==> src/rtl/led_ctrlr_x4_if.sv <==
// Control/status bundle between the register file and the 4-channel LED driver.
// The master side writes the control fields; the slave side reports state.
interface led_ctrlr_x4_if #(
    parameter int PWM_BITS = 8
);
    logic                  enable;
    logic [7:0]            led_mode;
    logic [15:0]           blink_half;
    logic [4*PWM_BITS-1:0] pwm_duty;
    logic [3:0]            pulse_req;
    logic [15:0]           pulse_len;
    logic [3:0]            pulse_busy;
    logic [3:0]            led_state;
    logic [3:0]            LED;

    modport master (
        output enable, led_mode, blink_half, pwm_duty, pulse_req, pulse_len,
        input  pulse_busy, led_state, LED
    );

    modport slave (
        input  enable, led_mode, blink_half, pwm_duty, pulse_req, pulse_len,
        output pulse_busy, led_state, LED
    );
endinterface

==> src/rtl/led_ctrlr_x4.sv <==
// Four-channel LED driver: off/on/blink/PWM per channel with a
// retriggerable one-shot pulse override and optional pad inversion.
module led_ctrlr_x4 #(
    parameter int TICK_DIV       = 100000,
    parameter int PWM_BITS       = 8,
    parameter bit LED_ACTIVE_LOW = 1'b0
) (
    input logic          clk,
    input logic          reset,
    led_ctrlr_x4_if.slave bus
);
    localparam int            TW        = $clog2(TICK_DIV);
    localparam logic [TW-1:0] TICK_LAST = TW'(TICK_DIV - 1);

    logic [TW-1:0]       tick_cnt;
    logic                tick;
    logic [15:0]         blink_cnt;
    logic [15:0]         blink_lim;
    logic                blink_phase;
    logic [PWM_BITS-1:0] pwm_cnt;
    logic [3:0]          pwm_lvl;
    logic [15:0]         pulse_cnt [4];
    logic [3:0]          busy;
    logic [3:0]          led_nxt;
    logic [3:0]          led_q;

    assign tick = bus.enable && (tick_cnt == TICK_LAST);

    // A half-period of 0 behaves as 1, so the wrap limit never underflows.
    assign blink_lim = (bus.blink_half == 16'd0) ? 16'd0
                                                 : bus.blink_half - 16'd1;

    always_ff @(posedge clk) begin
        if (reset) begin
            tick_cnt <= '0;
            pwm_cnt  <= '0;
        end else if (bus.enable) begin
            tick_cnt <= tick ? '0 : tick_cnt + 1'b1;
            pwm_cnt  <= pwm_cnt + 1'b1;
        end
    end

    always_ff @(posedge clk) begin
        if (reset) begin
            blink_cnt   <= '0;
            blink_phase <= 1'b0;
        end else if (tick) begin
            if (blink_cnt >= blink_lim) begin
                blink_cnt   <= '0;
                blink_phase <= ~blink_phase;
            end else begin
                blink_cnt <= blink_cnt + 16'd1;
            end
        end
    end

    // A fresh request takes priority over a coincident tick decrement.
    always_ff @(posedge clk) begin
        if (reset || !bus.enable) begin
            for (int i = 0; i < 4; i++) pulse_cnt[i] <= '0;
            busy <= '0;
        end else begin
            for (int i = 0; i < 4; i++) begin
                if (bus.pulse_req[i] && bus.pulse_len != 16'd0) begin
                    pulse_cnt[i] <= bus.pulse_len;
                    busy[i]      <= 1'b1;
                end else if (tick && busy[i]) begin
                    pulse_cnt[i] <= pulse_cnt[i] - 16'd1;
                    if (pulse_cnt[i] == 16'd1) busy[i] <= 1'b0;
                end
            end
        end
    end

    always_comb begin
        pwm_lvl = '0;
        led_nxt = '0;
        for (int i = 0; i < 4; i++) begin
            pwm_lvl[i] = pwm_cnt < bus.pwm_duty[PWM_BITS*i +: PWM_BITS];
            unique case (bus.led_mode[2*i +: 2])
                2'b00: led_nxt[i] = 1'b0;
                2'b01: led_nxt[i] = 1'b1;
                2'b10: led_nxt[i] = blink_phase;
                2'b11: led_nxt[i] = pwm_lvl[i];
            endcase
            if (busy[i]) led_nxt[i] = 1'b1;
        end
    end

    always_ff @(posedge clk) begin
        if (reset) led_q <= '0;
        else       led_q <= bus.enable ? led_nxt : 4'b0000;
    end

    assign bus.pulse_busy = busy;
    assign bus.led_state  = led_q;
    assign bus.LED        = led_q ^ {4{LED_ACTIVE_LOW}};
endmodule

==> src/flat_wrapper.sv <==
// flat-port wrapper written by rule: the top's interface ports become plain ports
module led_ctrlr_x4_flat 
#(
    parameter int TICK_DIV       = 100000,
    parameter int PWM_BITS       = 8,
    parameter bit LED_ACTIVE_LOW = 1'b0
)
  (clk, reset, bus_enable, bus_led_mode, bus_blink_half, bus_pwm_duty, bus_pulse_req, bus_pulse_len, bus_pulse_busy, bus_led_state, bus_LED);
  led_ctrlr_x4_if #(.PWM_BITS(PWM_BITS)) bus_i ();
  input logic clk;
  input logic reset;
  input wire logic [$bits(bus_i.enable)-1:0] bus_enable;
  input wire logic [$bits(bus_i.led_mode)-1:0] bus_led_mode;
  input wire logic [$bits(bus_i.blink_half)-1:0] bus_blink_half;
  input wire logic [$bits(bus_i.pwm_duty)-1:0] bus_pwm_duty;
  input wire logic [$bits(bus_i.pulse_req)-1:0] bus_pulse_req;
  input wire logic [$bits(bus_i.pulse_len)-1:0] bus_pulse_len;
  output wire logic [$bits(bus_i.pulse_busy)-1:0] bus_pulse_busy;
  output wire logic [$bits(bus_i.led_state)-1:0] bus_led_state;
  output wire logic [$bits(bus_i.LED)-1:0] bus_LED;
  assign bus_i.enable = bus_enable;
  assign bus_i.led_mode = bus_led_mode;
  assign bus_i.blink_half = bus_blink_half;
  assign bus_i.pwm_duty = bus_pwm_duty;
  assign bus_i.pulse_req = bus_pulse_req;
  assign bus_i.pulse_len = bus_pulse_len;
  assign bus_pulse_busy = bus_i.pulse_busy;
  assign bus_led_state = bus_i.led_state;
  assign bus_LED = bus_i.LED;
  led_ctrlr_x4 #(.TICK_DIV(TICK_DIV), .PWM_BITS(PWM_BITS), .LED_ACTIVE_LOW(LED_ACTIVE_LOW)) u_core (.clk(clk), .reset(reset), .bus(bus_i));
endmodule
==> config.mk <==
export PLATFORM = sky130hd
export DESIGN_NAME = led_ctrlr_x4_flat
export DESIGN_NICKNAME = d
export VERILOG_FILES = /design/src/rtl/led_ctrlr_x4_if.sv /design/src/rtl/led_ctrlr_x4.sv /design/src/flat_wrapper.sv
export SDC_FILE = /design/constraint.sdc
export NUM_CORES = 1
export LEC_CHECK = 0
export CORE_MARGIN = 5
export CORE_UTILIZATION = 50
export CTS_CLUSTER_SIZE = 12
export DETAILED_ROUTE_END_ITERATION = 10
export GPL_TIMING_DRIVEN = 0
export PLACE_DENSITY = 0.72
export SETUP_SLACK_MARGIN = 0.1
export SKIP_CTS_REPAIR_TIMING = 1
export SLEW_MARGIN = 10
export SYNTH_ARGS = -nofsm -noshare
export SYNTH_HDL_FRONTEND = slang
export SYNTH_SLANG_ARGS = --single-unit
==> constraint.sdc <==
create_clock -name clk -period 4.18 [get_ports clk]
set_clock_uncertainty 0.1 [all_clocks]
set_input_delay 0.836 -clock clk [delete_from_list [all_inputs] [get_ports clk]]
set_output_delay 0.836 -clock clk [all_outputs]
set_load 0.02 [all_outputs]
Word-level counts from Yosys, hierarchy flattened
Memories as Yosys holds them, arrays and structs flattened.
Index checks and enable logic that the tools add are counted.

operators by class
  add/sub/neg operators = 8
  magnitude comparators = 5
  equal/unequal tests = 17
  mux-type cells = 61
  bitwise gates (word level) = 10
  reduce and logical (&&, ||, !) cells = 31

operators with widths
  operator                 count
  $mux W16                 10
  $sub A16 B1 Y16 const B  5
  $eq A16 B1 Y1 const B    4
  $mux W1                  46
  $lt A8 B8 Y1             4
  $add A17 B1 Y17 const B  1
  $eq A17 B17 Y1 const B   1
  $mux W17                 1
  $add A16 B1 Y16 const B  1
  $eq A2 B2 Y1 const B     8
  $ge A16 B16 Y1           1
  $logic_not A16 Y1        1
  $pmux W1 S4              4
  $reduce_bool A16 Y1      1
  $reduce_bool A2 Y1       8
  $reduce_and A2 Y1        5
  $logic_and A1 B1 Y1      9
  $add A8 B1 Y8 const B    1
  $eq A2 B1 Y1 const B     4
  $logic_not A2 Y1         4
  $or A1 B1 Y1             8
  $not A1 Y1               2
  $reduce_or A2 Y1         1
  $logic_not A1 Y1         1
  $logic_or A1 B1 Y1       1

word-level totals
  register bits after elaboration = 50
  bits in writable memories = 64
  input port bits = 79
  output and inout bits = 12
  memories kept = 1

memories
  memory            words  bits a word  read ports  clocked after memory_dff  wr ports  RTL line            source
  u_core.pulse_cnt  4      16           4           0                         4         led_ctrlr_x4.sv:22  logic [15:0] pulse_cnt [4];

Logic depth before layout (Yosys ltp)
  word-level depth = 8
  depth in mapped cells = 13

Least setup slack after synthesis
OpenSTA, ideal clock, no wires.

  path type = input -> register
  start point = input bus_blink_half[7]
  end point = register u_core.blink_cnt[10]
  setup time = 0.128 ns
  data arrival time = 3.437 ns
  slack = 0.515 ns
  stages = 11
  path through = or3_1 -> nor4_2 -> nand4_1 -> and2_1 -> ha_1 -> nor2b_1 -> o21ai_0 -> a41oi_1 -> o211ai_1 -> clkbuf_1 -> a21oi_1

between the ends
  cells in the longest elaborated chain, start to end = 4
  elaborated cells on any way between the ends = 5

RTL lines
  element                                               RTL line                                source
  start: declaration                                    flat_wrapper.sv:14                      input wire logic [$bits(bus_i.blink_half)-1:0] bus_blink_half;
  $sub A16 B1 Y16 or $logic_not A16 Y1 (tied branches)  led_ctrlr_x4.sv:31, led_ctrlr_x4.sv:30
  $mux W16 *                                            led_ctrlr_x4.sv:30                      assign blink_lim = (bus.blink_half == 16'd0) ? 16'd0
  $ge A16 B16 Y1 *                                      led_ctrlr_x4.sv:48                      if (blink_cnt >= blink_lim) begin
  $mux W16 *                                            led_ctrlr_x4.sv:48
  end signal: assignment                                led_ctrlr_x4.sv:52                      blink_cnt <= blink_cnt + 16'd1;
  end: declaration                                      led_ctrlr_x4.sv:17                      logic [15:0] blink_cnt;

Mark *: on every way between the ends. The rest lies on a longest branch, timed or not.
A chain may end at the register's enable or synchronous reset.

Worst setup path in the final report
  start point = input bus_blink_half[6]
  end point = register u_core.blink_cnt[13]

Same word-level chain as after synthesis.

==> results.ini <==
[outcome]
status = finished clean

[worst_setup_path]
max_stage_delay_ps = 450
crit_type = in -> reg
path_cells = clkdlybuf4s50_1 > or3_4 > nor4_4 > nand4_1 > and2_1 > ha_1 > nor2b_1 > o21ai_0 > a41oi_2 > o211ai_1 > clkbuf_4 > a21oi_1
crit_start = bus_blink_half[6]
worstPathRequired_ps = 4380
critical_path_peak_fanout = 10
arrival_ps = 4140
cpMaxStageDelayCell = clkdlybuf4s50_1
worstSetupStartpointType = input port
r2r_start = u_core.tick_cnt[0]$_SDFFE_PP0P_
end_kind = flip-flop

[sta]
worstMarginPinSlew_ps = 885
setup_viol_count_final = 0
slew_headroom = 0.404
hold_viol = 0
fmax_mhz = 254
holdWs_ps = 413
period_share = 0.942
drv_slew = 0
rsz0062_at_grt = no
worst_slack_ps = 241
fin_setup_tns_ps = 0
period_minus_slack_ps = 3940

[placed_design]
gp_congestion = 0.896
dp_hpwl_um = 14600
portBuffers = 89
place_area_um2 = 9000
detailedPlace.worstSlack_ps = -653

[yosys]
syn-cell-area_um2 = 7850
synth-edff-count = 64
synth_top_family_by_area = simple AND/OR/NAND/NOR gates
ys_types = 55
yosys.area_share.xor_xnor = 0.108
synth.largest_area_cell = edfxtp_1
synth_top_area_frac = 0.245
synthAdderAreaFrac = 0.0909
ys_ff_latch = 114
synth_ff_type = edfxtp_1
synthTopCellsByCount = nor2_1, nand2_1, edfxtp_1
synth_warnings = 0
async_flop_share = 0
muxShareOfSynthArea = 0.00909
synth_most_common_cell = nor2_1
synth-simple-area-share = 0.248
avgSynthCellArea_um2 = 8.82
syn-num-nets = 1026
ys_seq_area_frac = 0.372
synthTopCellsByArea = edfxtp_1, dfxtp_1, ha_1, xnor2_1, nor2_1
synthCells = 890
synth_compound_area_frac = 0.126

[routing]
wirelength_um = 20600
first_pass_iters = 5
viasPerCell = 5.73
wl_per_cell_um = 16.8
drtIter0Drc = 510
num_vias = 7051
drcViolationCount = 0
ant_nets = 0

[floorplan]
io_pins = 91
die_w_um = 135
core_um2 = 15300
initial_utilization = 0.512
rows = 45
die_y_um = 135
die_area_um2 = 18300

[power_and_ir_drop]
leakage_nw = 3.83
powerDensity_nw_per_um2 = 339
swShare = 0.253
ir_drop_mv = 0.332
netSwitchingPower_mw = 0.832
clkPwrFrac = 0.458
internal_power_mw = 2.45
combPwrFrac = 0.148
seq_power_share = 0.394

[clocking]
htree_levels = 4
root_buffer = clkbuf_16
ctsLongestPathBuffers = 2
cts.sink_count = 114
tritoncts = done
cts_buffers = 17
clkTransAtPathRegs_ps = 50
clk-insertion-delay-late_ps = 420

[grt]
overflow = 0
grtUsageTotal = 0.228
grt_pass1_vias = 6666
antenna_found_initial = 0
grt_max_degree = 17
grt_pass1_wl_um = 33300

[finish]
nNetsFinal = 1142
syn2layout_area_growth_pct = 23.6
post-route-util = 0.633
diodes = 0
drive_gt1_frac = 0.0667
fin_area_um2 = 9700

[flow_run]
maxCapViolations = 0

[worst_hold_path]
hold_class = reg -> reg
hold_start = u_core.tick_cnt[1]$_SDFFE_PP0P_

## final timing paths
path	end	slack [ps]	cells after the start
setup reg to reg	u_core.pulse_cnt[2][15]$_SDFFCE_PN0P_	1190	7
hold reg to reg	u_core.tick_cnt[1]$_SDFFE_PP0P_	410	2
setup / recovery	u_core.blink_cnt[13]$_SDFFE_PP0P_	240	12
hold / removal	u_core.tick_cnt[1]$_SDFFE_PP0P_	410	2
## cell usage in the layout, fill, tap and decap left out, types with 4 or more instances in the layout
master           instances
a211oi_1                30
a21o_1                   9
a21oi_1                 44
a22oi_1                 13
and3_1                  10
and4_1                   7
buf_2                    8
buf_4                   12
bufinv_16                4
clkbuf_1                24
clkbuf_16               17
clkdlybuf4s50_1         89
clkinv_2                 4
dfxtp_1                 50
edfxtp_1                64
ha_1                    57
inv_1                   51
mux2i_1                  6
nand2_1                 92
nand2b_1                13
nand3_1                 29
nand3b_1                 6
nand4_1                 25
nand4b_1                 4
nor2_1                  96
nor2b_1                  4
nor3_1                  35
nor4_1                  18
nor4_2                   8
o211ai_1                12
o21ai_0                 13
o21ai_1                 12
or3_1                    7
or4_1                    5
xnor2_1                 63
xor2_1                  34
## routing by layer
metal,share of wire,GRT usage,up-vias
met1,0.44,0.299,3325
met2,0.47,0.373,236
li1,-,-,3454
met5,0,0,-
met3,0.070,0.0464,36
met4,0.024,0.0817,0
## power by group through the flow
| stage | Combinational [mW] | Sequential (mW) | Clock, mW |
|---|---|---|---|
| 3_5_place_dp | 0.476 | 1.31 | 0 |
| 3_3_place_gp | 0.470 | 1.31 | 0 |
| 6_report | 0.488 | 1.29 | 1.50 |
| 2_1_floorplan | 0.299 | 1.30 | 0 |
| 4_1_cts | 0.482 | 1.29 | 1.51 |
| 5_1_grt | 0.538 | 1.30 | 1.57 |
## flip-flops by register name, summed over array words and instances (netlist names)
signal and cells:
u_core.pulse_cnt 64, u_core.bus.LED 4, u_core.bus.pulse_busy 4, u_core.blink_cnt 16
u_core.pwm_cnt 8, u_core.tick_cnt 17, u_core.blink_phase 1
## cells by family after synthesis
family / after synthesis
compound gates: 151
xor+xnor: 97
fa+ha+maj: 57
buf+inv: 88
flops: 114
mux: 7
simple gates: 376
## per-stage QoR
step,power [mW],instances
3_5_place_dp,1.79,1190
2_1_floorplan,1.60,890
4_1_cts,3.29,1222
6_report,3.29,1230
3_3_place_gp,1.78,1190
5_1_grt,3.41,1230
## area by class of cell
class | count | area (µm²)
fillers | 1319 | 5610
multi-input cells | 688 | 4600
flip-flops and latches | 114 | 2920
repair buffers | 97 | 951
clock buffers | 20 | 437
well taps | 211 | 264
inverters | 51 | 191
plain buffers | 37 | 175
clock inverters | 12 | 164
## worst max-delay path: cells and delay by family
family / cells / cell delay (ps)
simple gates: 5 / 1390
compound gates: 4 / 870
fa+ha+maj: 1 / 260
buf+inv: 2 / 750
No activity file was read; power rests on OpenSTA's default activity.
